## src/rtl/usb_rx_bit_timer.sv

```systemverilog
`default_nettype none
// ============================================================================
// Module   : usb_rx_bit_timer
// Purpose  : USB RX bit timing: phase recovery, per-bit shift strobe,
//            byte-complete pulse, optional bit unstuffing (USB_RX_UNSTUFF_EN).
// Revision : 1.0
// ============================================================================
module usb_rx_bit_timer #(
    parameter int CLKS_PER_BIT  = 8,
    parameter int SAMPLE_POINT  = 3,
    parameter int BITS_PER_BYTE = 8
) (
    input  logic clk,
    input  logic n_rst,
    input  logic rcving,
    input  logic d_edge,
    input  logic d_orig,
    output logic shift_enable,
    output logic byte_received,
    output logic stuff_err
);

    localparam int c_phase_w = $clog2(CLKS_PER_BIT);
    localparam int c_cnt_w   = $clog2(BITS_PER_BYTE + 1);

    localparam logic [c_phase_w-1:0] c_phase_last = c_phase_w'(CLKS_PER_BIT - 1);
    localparam logic [c_phase_w-1:0] c_sample_pt  = c_phase_w'(SAMPLE_POINT);
    localparam logic [c_phase_w-1:0] c_phase_one  = c_phase_w'(1);
    localparam logic [c_cnt_w-1:0]   c_bit_last   = c_cnt_w'(BITS_PER_BYTE - 1);
    localparam logic [c_cnt_w-1:0]   c_bit_one    = c_cnt_w'(1);

    logic [c_phase_w-1:0] r_phase;
    logic [c_cnt_w-1:0]   r_bit_cnt;
    logic                 r_byte_received;

    logic w_sample;
    logic w_stuffed;
    logic w_shift;
    logic w_byte_done;

    // Reset gating keeps the strobe low while reset is held, whatever SAMPLE_POINT is.
    assign w_sample     = rcving && (r_phase == c_sample_pt);
    assign w_shift      = n_rst && w_sample && !w_stuffed;
    assign w_byte_done  = w_shift && (r_bit_cnt == c_bit_last);

    assign shift_enable  = w_shift;
    assign byte_received = r_byte_received;

    always_ff @(posedge clk or negedge n_rst) begin
        if (!n_rst) begin
            r_phase         <= '0;
            r_bit_cnt       <= '0;
            r_byte_received <= 1'b0;
        end else begin
            // Completion pulse survives a simultaneous rcving drop.
            r_byte_received <= w_byte_done;
            if (!rcving) begin
                r_phase   <= '0;
                r_bit_cnt <= '0;
            end else begin
                if (d_edge || (r_phase == c_phase_last)) begin
                    r_phase <= '0;
                end else begin
                    r_phase <= r_phase + c_phase_one;
                end

                if (w_byte_done) begin
                    r_bit_cnt <= '0;
                end else if (w_shift) begin
                    r_bit_cnt <= r_bit_cnt + c_bit_one;
                end
            end
        end
    end

`ifdef USB_RX_UNSTUFF_EN
    logic [2:0] r_ones_cnt;
    logic       r_stuff_err;

    // Six consecutive ones force the next sampled bit to be a stuffed zero.
    assign w_stuffed = w_sample && (r_ones_cnt == 3'd6);
    assign stuff_err = r_stuff_err;

    always_ff @(posedge clk or negedge n_rst) begin
        if (!n_rst) begin
            r_ones_cnt  <= 3'd0;
            r_stuff_err <= 1'b0;
        end else begin
            r_stuff_err <= w_stuffed && d_orig;
            if (!rcving || w_stuffed) begin
                r_ones_cnt <= 3'd0;
            end else if (w_sample) begin
                r_ones_cnt <= d_orig ? (r_ones_cnt + 3'd1) : 3'd0;
            end
        end
    end
`else
    logic w_unused_d_orig;

    assign w_unused_d_orig = d_orig;
    assign w_stuffed       = 1'b0;
    assign stuff_err       = 1'b0;
`endif

endmodule
`default_nettype wire

```

## config.mk

```make
export PLATFORM = sky130hd
export DESIGN_NAME = usb_rx_bit_timer
export DESIGN_NICKNAME = d
export VERILOG_FILES = /design/src/rtl/usb_rx_bit_timer.sv
export SDC_FILE = /design/constraint.sdc
export NUM_CORES = 1
export LEC_CHECK = 0
export BUFFER_PORTS_ARGS = -buffer_cell sky130_fd_sc_hd__buf_2
export CAP_MARGIN = 25
export CELL_PAD_IN_SITES_DETAIL_PLACEMENT = 1
export CELL_PAD_IN_SITES_GLOBAL_PLACEMENT = 1
export CORE_AREA = 2 2 39 41
export CTS_BUF_LIST = sky130_fd_sc_hd__clkbuf_4 sky130_fd_sc_hd__clkbuf_8
export DETAILED_ROUTE_END_ITERATION = 12
export DIE_AREA = 0 0 41 43
export GPL_TIMING_DRIVEN = 0
export PLACE_DENSITY = 0.7
export SLEW_MARGIN = 20
export SYNTH_ARGS = -nofsm -noshare
export SYNTH_HDL_FRONTEND = slang
export SYNTH_SLANG_ARGS = --single-unit
```

## constraint.sdc

```tcl
create_clock -name clk -period 1.8 [get_ports clk]
set_input_delay 0 -clock clk [delete_from_list [all_inputs] [get_ports clk]]
set_output_delay 0 -clock clk [all_outputs]
set_load 0.01 [all_outputs]
```

==> results.json, run 1 <==
{
  "run_status": "complete, no violations",
  "drt-initial-drc-count": 1,
  "p_leak_uw": 0.000279,
  "worst_ep_arrival_time_ns": 1.48,
  "met1_usage_pct": 11.9,
  "cts_max_level": 1,
  "ant_nets": 0,
  "tns_ns": 0,
  "required_ns": 1.80,
  "antenna_found_initial": 0,
  "cts.sinks": 8,
  "cts-root-buf": "clkbuf_4",
  "hold_violations": 0,
  "row_count": 14,
  "path_clk_slew_ns": 0.05,
  "place_congestion": 0.660,
  "clock_path_buffers": 2,
  "numCtsBuffers": 3,
  "post-cts-setup-buffers": 0,
  "worstSetupPathType": "reg -> out",
  "ys_ff_latch": 8,
  "dieHeight_um": 43,
  "grt_pass1_wl_um": 1300,
  "fin_crit_ns": 1.48,
  "hold_path_class": "in -> reg",
  "diodes": 0,
  "gr-usage-all-layers_pct": 11.8,
  "nets": 57,
  "grt-ovfl-total": 0,
  "startpoint_type": "flip-flop",
  "vdd_drop_max_uv": 369,
  "mostFrequentLayoutCells": "nand2_1 (8), dfrtp_1 (8), buf_2 (5)",
  "dp.cells": 58,
  "syn_to_final_growth_pct": 19.3,
  "setup_viol": 0,
  "grt_max_degree": 10,
  "fmax_mhz": 674,
  "post_synth_num_cell_types": 16,
  "final.setup.worst_slack_ns": 0.317,
  "p_per_area_nw_per_um2": 709,
  "syn_avg_cell_area_um2": 10.9,
  "core_area_um2": 1380,
  "grt_use_met2_pct": 17.5,
  "die_area_um2": 1760,
  "crit_path_max_fanout": 8,
  "syn_inst": 37,
  "portBuffers": 5,
  "dieWidth_um": 41,
  "initial_utilization_pct": 29.1,
  "synth_nets": 46,
  "dp_hpwl_um": 561,
  "rsz0062_at_grt": "no",
  "maxCapViolations": 0,
  "pre_cts_slack_ns": 0.361,
  "ys_warn_count": 0,
  "cts_tree": "done",
  "fill_cells": 172,
  "firstDrtPassIters": 2,
  "via_per_inst": 4.66,
  "drive_above_1_share_pct": 28.3,
  "io_pins": 8,
  "globalRouteMet3Util_pct": 4.71,
  "route.detailed.drc": 0,
  "grt_pass1_vias": 321,
  "clk_latency_ns": 0.25,
  "end_kind": "output pin",
  "utilization_pct": 34.7,
  "netlist.area_leader.share_pct": 49.7,
  "finalWirelength_um": 721,
  "synthTopCellsByArea": "dfrtp_1 (50%), ha_1 (12%), nand2_1 (7.5%)",
  "synth_area_um2": 403,
  "vias": 289,
  "routedWlPerCell_um": 11.6,
  "period_share_pct": 82.4,
  "synth_top_area_cell": "dfrtp_1",
  "finalMaxSlewViolations": 0,
  "final_cells": 62,
  "clock_skew_ns": 0.00398,
  "top_usage_layer": "met2",
  "synth-seq-area-share_pct": 49.7
}
[cells in the mapped netlist]
cell type / n
and3_2: 1
ha_1: 4
nand4_4: 1
and3_1: 1
nor3b_1: 1
mux2i_1: 2
nand2_1: 8
o22ai_1: 1
or2_2: 1
conb_1: 1
o21ai_0: 2
buf_6: 1
dfrtp_1: 8
nor2_1: 3
inv_1: 1
buf_4: 1
[cell type report]
cell class | instances | area [µm²] | area share, %
Sequential cell | 8 | 200 | 41.7
Inverter | 1 | 3.75 | 0.781
Multi-Input combinational cell | 26 | 180 | 37.5
Clock buffer | 3 | 22.5 | 4.69
Tap cell | 16 | 20.0 | 4.17
Buffer | 2 | 18.8 | 3.91
Timing Repair Buffer | 6 | 35.0 | 7.29
[routing by layer]
| layer | share of wire [%] | wire [µm] |
|---|---|---|
| met1 | 43 | 311 |
| met2 | 49 | 353 |
| met3 | 3.2 | 23 |
| met4 | 4.6 | 33 |
| met5 | 0 | 0 |
[worst max-delay path: stages, from the launching register on]
cell and delay [ns]:
dfrtp_1 0.38, ha_1 0.22, ha_1 0.19, and3_1 0.17
buf_6 0.13, buf_2 0.13
[cells by family after synthesis]
family                     after synthesis  share of synthesized area [%]
AOI/OAI and AO/OA                        3                           4.04
muxes                                    2                           4.97
adders and majority gates                4                           12.4
buffers and inverters                    3                           5.59
and+or+nand+nor                         16                           22.4
other                                    1                          0.931
DFF                                      8                           49.7
[worst paths after layout]
kind,from,end,slack [ns],cells past startpoint
max,r_phase[0],shift_enable,0.32,5
min,d_edge,r_phase[2],0.01,4
max reg2reg,r_phase[0],r_bit_cnt[3],0.37,6
min reg2reg,r_phase[0],r_phase[0],0.44,1
max in group asynchronous,n_rst,r_phase[1],1.49,2
min in group asynchronous,n_rst,r_bit_cnt[1],0.13,2
[state kept, by name, indices dropped and copies added, names as in the netlist]
name	cells
r_bit_cnt	4
r_phase	3
byte_received	1
[metrics by stage]
| stage | power (µW) | hold slack (ns) | instance area [µm²] |
|---|---|---|---|
| 2_1_floorplan | 193 | -0.296 | 403 |
| 3_3_place_gp | 203 | -0.141 | 448 |
| 3_5_place_dp | 204 | -0.136 | 448 |
| 4_1_cts | 348 | 0.0142 | 480 |
| 5_1_grt | 361 | 0.0430 | 480 |
| 6_report | 341 | 0.0126 | 480 |
[repair_timing]
item	in CTS	in global routing
hold buffers	1	0
resized for setup	0	0
endpoints found under the hold margin	8	0
[power breakdown]
part           switching (µW)  leakage [µW]  internal, µW
clock                    63.3     0.0000138          76.5
combinational            10.1      0.000154          7.55
sequential               1.28      0.000111           182
No activity file was read; power rests on OpenSTA's default activity.
==> run 2: changes to the inputs <==
- ABC_AREA: default -> 1
- PLACE_DENSITY: 0.7 -> 0.76
- clock period: 1.8 -> 1.3 ns (I/O delays scaled with it)
==> results.json, run 2 <==
{
  "period_share_pct": 95.5,
  "synthTopCellsByArea": "dfrtp_1 (48%), ha_1 (12%), nand2_1 (10%)",
  "synth-edff-count": 0,
  "cts_tree": "done",
  "routedWlPerCell_um": 12.0,
  "syn_inst": 45,
  "worst_ep_arrival_time_ns": 1.24,
  "dp_hpwl_um": 628,
  "synth_nets": 54,
  "ys_ff_latch": 8,
  "timing.rr.start": "r_phase[0]",
  "synth-seq-area-share_pct": 48.3,
  "die_area_um2": 1760,
  "reg2reg_to": "r_bit_cnt[3]",
  "drt-initial-drc-count": 8,
  "p_per_area_nw_per_um2": 871,
  "netlist.area_leader.share_pct": 48.3,
  "syn_avg_cell_area_um2": 9.20,
  "syn_to_final_growth_pct": 32.0,
  "drive_above_1_share_pct": 32.7,
  "fin_crit_ns": 1.24,
  "rsz0062_at_grt": "yes",
  "gr-usage-all-layers_pct": 12.6,
  "post_synth_num_cell_types": 16,
  "finalMaxSlewViolations": 0,
  "regArea_um2": 200,
  "postPlaceCellArea_um2": 459,
  "mostFrequentLayoutCells": "nand2_1 (11), dfrtp_1 (8), nor2_1 (5)",
  "row_count": 14,
  "vdd_drop_max_uv": 381,
  "required_ns": 1.30,
  "ys_warn_count": 0,
  "initial_utilization_pct": 29.9,
  "stdcell_area_um2": 547,
  "route.detailed.drc": 0,
  "clock_skew_ns": 0.00316,
  "numCtsBuffers": 3,
  "via_per_inst": 4.61,
  "r2r_cells": 7,
  "cts.sinks": 8,
  "run_status": "complete, no violations",
  "final_common_cell": "nand2_1",
  "largest_register": "r_bit_cnt",
  "firstDrtPassIters": 4,
  "largest_reg_flops": 4,
  "core_area_um2": 1380,
  "io_pins": 8,
  "async_flop_share_pct": 100,
  "cp-startpoint": "r_phase[0]",
  "grt_pass1_wl_um": 1390,
  "grt_pass1_vias": 352,
  "clock_path_buffers": 2,
  "portBuffers": 5,
  "p_leak_uw": 0.000272,
  "hold_violations": 0,
  "worstSetupPathType": "reg -> out",
  "diodes": 0,
  "end_kind": "output pin",
  "setup_viol": 0,
  "nets": 66,
  "ys_top_cells_by_count": "nand2_1 (11), dfrtp_1 (8), inv_1 (5), nor2_1 (5), ha_1 (4)",
  "r2r_setup_slack_ns": 0.09,
  "synth_area_um2": 414,
  "multi_input_area_um2": 225,
  "crit_path_end": "shift_enable",
  "ant_nets": 0,
  "grt_max_degree": 11,
  "synth-main-ff-cell": "dfrtp_1",
  "cts_max_level": 1,
  "utilization_pct": 39.5,
  "crit_path_max_fanout": 3,
  "cts-root-buf": "clkbuf_4",
  "vias": 327,
  "place_congestion": 0.683,
  "maxCapViolations": 0,
  "clk_latency_ns": 0.25,
  "dieHeight_um": 43,
  "finalWirelength_um": 855,
  "fill_cells": 167,
  "antenna_found_initial": 0,
  "grt-ovfl-total": 0,
  "synth_top_area_cell": "dfrtp_1",
  "hold_path_class": "in -> reg",
  "path_clk_slew_ns": 0.05,
  "startpoint_type": "flip-flop",
  "synth_most_common_cell": "nand2_1",
  "dieWidth_um": 41,
  "fmax_mhz": 806
}
-- run 2: cell count changes after synthesis, moves of 2 or more --
| cell | previous run | this run |
|---|---|---|
| o21ai_0 | 2 | 0 |
| nand2_1 | 8 | 11 |
| mux2i_1 | 2 | 0 |
| nand3_2 | 0 | 2 |
| inv_1 | 1 | 5 |
| nor2_1 | 3 | 5 |
-- run 2: cells by family (layout without fill, tap and decap cells) --
logic type / count (synthesis) / count (layout) / synth area share (%)
other: 1 / 1 / 0.905
DFF: 8 / 8 / 48.3
adders and majority gates: 4 / 4 / 12.1
AOI/OAI and AO/OA: 2 / 2 / 3.93
xor gates and xnor gates: 1 / 1 / 2.12
buffers and inverters: 6 / 16 / 6.35
and+or+nand+nor: 23 / 23 / 26.3
-- run 2: final cells by class --
cell class | count | area share, %
Inverter | 5 | 3.43
Clock buffer | 3 | 4.12
Tap cell | 16 | 3.66
Multi-Input combinational cell | 31 | 41.2
Timing Repair Buffer | 7 | 9.61
Buffer | 1 | 1.37
Sequential cell | 8 | 36.6
-- run 2: timing repair --
action,in CTS,in global routing
endpoints found under the hold margin,8,0
setup endpoints to repair,2,3
pin swaps,3,2
gates resized for setup,4,5
hold buffers,1,0
buffers inserted,1,0
-- run 2: worst min-delay path by stage --
| stage | from | to | slack, ns | depth (start not counted) |
|---|---|---|---|---|
| 3_5_place_dp | n_rst | byte_received | -0.12 | 1 |
| 4_1_cts | d_edge | r_phase[2] | 0.04 | 4 |
| 6_report | d_edge | r_phase[2] | 0.03 | 4 |
| 2_1_floorplan | n_rst | byte_received | -0.30 | 0 |
| 5_1_grt | d_edge | r_phase[2] | 0.05 | 4 |
| 3_3_place_gp | n_rst | r_bit_cnt[3] | -0.13 | 1 |
-- run 2: routing by layer --
layer / share of wire [%] / GRT usage (%) / routed length [µm] / vias up
met5: 0 / 0 / 0 / -
met1: 41 / 13.4 / 353 / 152
met2: 51 / 18.8 / 433 / 10
met4: 3.6 / 10.0 / 31 / 0
met3: 4.3 / 4.71 / 37 / 5
li1: - / - / - / 160
-- run 2: power by group --
group          switching (µW)  total [µW]  internal (µW)
sequential               2.87         255            252
clock                    82.1         188            105
combinational            18.9        33.1           14.3
total                     104         476            372
-- run 2: critical path: stages (launching register included) --
cell and delay (ns):
dfrtp_1 0.40, ha_4 0.18, ha_4 0.17, nand3_4 0.08
inv_2 0.05, buf_6 0.11
-- run 2: per-stage QoR --
stage,hold slack (ns),power [µW],instances,setup slack [ns],TNS (ns)
6_report,0.0332,476,71,0.0588,0
5_1_grt,0.0525,512,71,-0.0163,-0.0163
3_5_place_dp,-0.124,286,66,0.0264,0
2_1_floorplan,-0.296,271,45,0.124,0
4_1_cts,0.0411,481,71,0.0247,0
3_3_place_gp,-0.127,284,66,0.0526,0
==> run 3: changes to the inputs <==
- ABC_AREA: 1 -> default
- PLACE_DENSITY: 0.76 -> 0.73
==> results.json, run 3 (same netlist as run 1, synthesis figures left out) <==
{
  "run_status": "complete, no violations",
  "fmax_mhz": 783,
  "period_share_pct": 98.2,
  "stdcell_area_um2": 505,
  "timing.rr.start": "r_phase[0]",
  "vdd_drop_max_uv": 519,
  "ant_nets": 0,
  "diodes": 0,
  "crit_path_max_fanout": 8,
  "drive_above_1_share_pct": 33.3,
  "largest_register": "r_bit_cnt",
  "nets": 56,
  "postPlaceCellArea_um2": 450,
  "dp.cells": 58,
  "setup_viol": 0,
  "hold_violations": 0,
  "die_area_um2": 1760,
  "route.detailed.drc": 0,
  "fin_hold_ws_ns": 0.0155,
  "core_area_um2": 1380,
  "p_leak_uw": 0.000270,
  "grt-ovfl-total": 0,
  "hold_path_class": "in -> reg",
  "cts_tree": "done",
  "reg2reg_to": "r_bit_cnt[2]",
  "finalMaxSlewViolations": 0,
  "cts.sinks": 8,
  "grt_pass1_wl_um": 1350,
  "min_to": "r_phase[2]",
  "via_per_inst": 4.70,
  "dieWidth_um": 41,
  "clock_path_buffers": 2,
  "antenna_found_initial": 0,
  "r2r_setup_slack_ns": 0.05,
  "initial_utilization_pct": 29.1,
  "min-delay-start": "d_edge",
  "gr-usage-all-layers_pct": 12.4,
  "cts_max_level": 1,
  "min_path_cells": 4,
  "worstSetupPathType": "reg -> out",
  "path_clk_slew_ns": 0.06,
  "r2r_cells": 5,
  "routedWlPerCell_um": 11.9,
  "mostFrequentLayoutCells": "nand2_1 (8), dfrtp_1 (8), buf_2 (4)",
  "io_pins": 8,
  "cts-root-buf": "clkbuf_4",
  "firstDrtPassIters": 1,
  "portBuffers": 5,
  "dieHeight_um": 43,
  "rsz0062_at_grt": "yes",
  "clock_skew_ns": 0.00988,
  "finalWirelength_um": 723,
  "required_ns": 1.30,
  "row_count": 14,
  "end_kind": "output pin",
  "worst_ep_arrival_time_ns": 1.28,
  "clk_latency_ns": 0.26,
  "maxCapViolations": 0,
  "startpoint_type": "flip-flop",
  "place_congestion": 0.757,
  "syn_to_final_growth_pct": 25.5,
  "fin_crit_ns": 1.28,
  "grt_max_degree": 10,
  "final_cells": 61,
  "largest_reg_flops": 4,
  "grt_pass1_vias": 326,
  "p_per_area_nw_per_um2": 940,
  "numCtsBuffers": 3,
  "dp_hpwl_um": 540,
  "vias": 287,
  "drt-initial-drc-count": 0
}
[run 3: cell types whose count changed in the layout (fill, tap and decap cells not counted), sizes merged, moves of 2 or more]
cell / previous run / this run
and3: 0 / 2
nand2: 12 / 8
mux2i: 0 / 2
inv: 5 / 1
nand3: 3 / 0
nor2: 6 / 3
[run 3: power breakdown]
group | total [µW] | internal (µW) | leakage, µW | switching (µW)
logic | 26.2 | 11.5 | 0.000146 | 14.7
clock network | 194 | 106 | 0.0000138 | 87.7
registers | 255 | 252 | 0.000111 | 3.06
total | 475 | 370 | 0.000270 | 105
[run 3: what timing repair did]
action,CTS,global route
endpoints found under the setup margin,3,4
pin swaps,1,1
resized for setup,4,1
setup buffers,0,0
endpoints found under the hold margin,8,0
cloned,0,0
hold buffers,1,0
[run 3: area by class of cell]
type                    count  area (µm²)
multi-input cells          26         210
well taps                  16        20.0
inverters                   1        3.75
repair buffers              6        41.3
clock buffers               3        22.5
flip-flops and latches      8         200
fillers                   158         878
plain buffers               1        7.51
[run 3: worst max-delay path by stage]
stage                     startpoint           end  slack, ns  depth (start not counted)
after floorplan           r_phase[0]  r_bit_cnt[3]       0.01                          6
after global placement    r_phase[0]  r_bit_cnt[3]      -0.04                          6
final                     r_phase[0]  shift_enable       0.02                          4
after CTS                 r_phase[0]  shift_enable     -0.008                          4
after global routing      r_phase[0]  shift_enable      -0.04                          4
after detailed placement  r_phase[0]  r_bit_cnt[2]      -0.05                          6
[run 3: stage by stage]
stage,power (µW),setup WS [ns],setup TNS (ns),util (%)
CTS,485,-0.00817,-0.00817,35.8
finish,475,0.0233,0,36.5
floorplan,267,0.0116,0,-
global placement,281,-0.0436,-0.0517,32.5
global route,503,-0.0374,-0.0817,36.5
detailed placement,282,-0.0457,-0.0868,32.5
[run 3: routing by layer]
metal / share of wire [%] / GRT usage [%] / wire, µm / vias up
met1: 47 / 14.0 / 337 / 141
met2: 46 / 16.6 / 335 / 7
met3: 6.9 / 9.42 / 50 / 0
li1: - / - / - / 139
met5: 0 / 0 / 0 / -
met4: 0 / 6.00 / 0 / 0
[run 3: worst max-delay path: stages (launching register included)]
cell and delay [ns]:
dfrtp_1 0.40, ha_4 0.18, ha_4 0.14, and3_4 0.17, buf_6 0.12
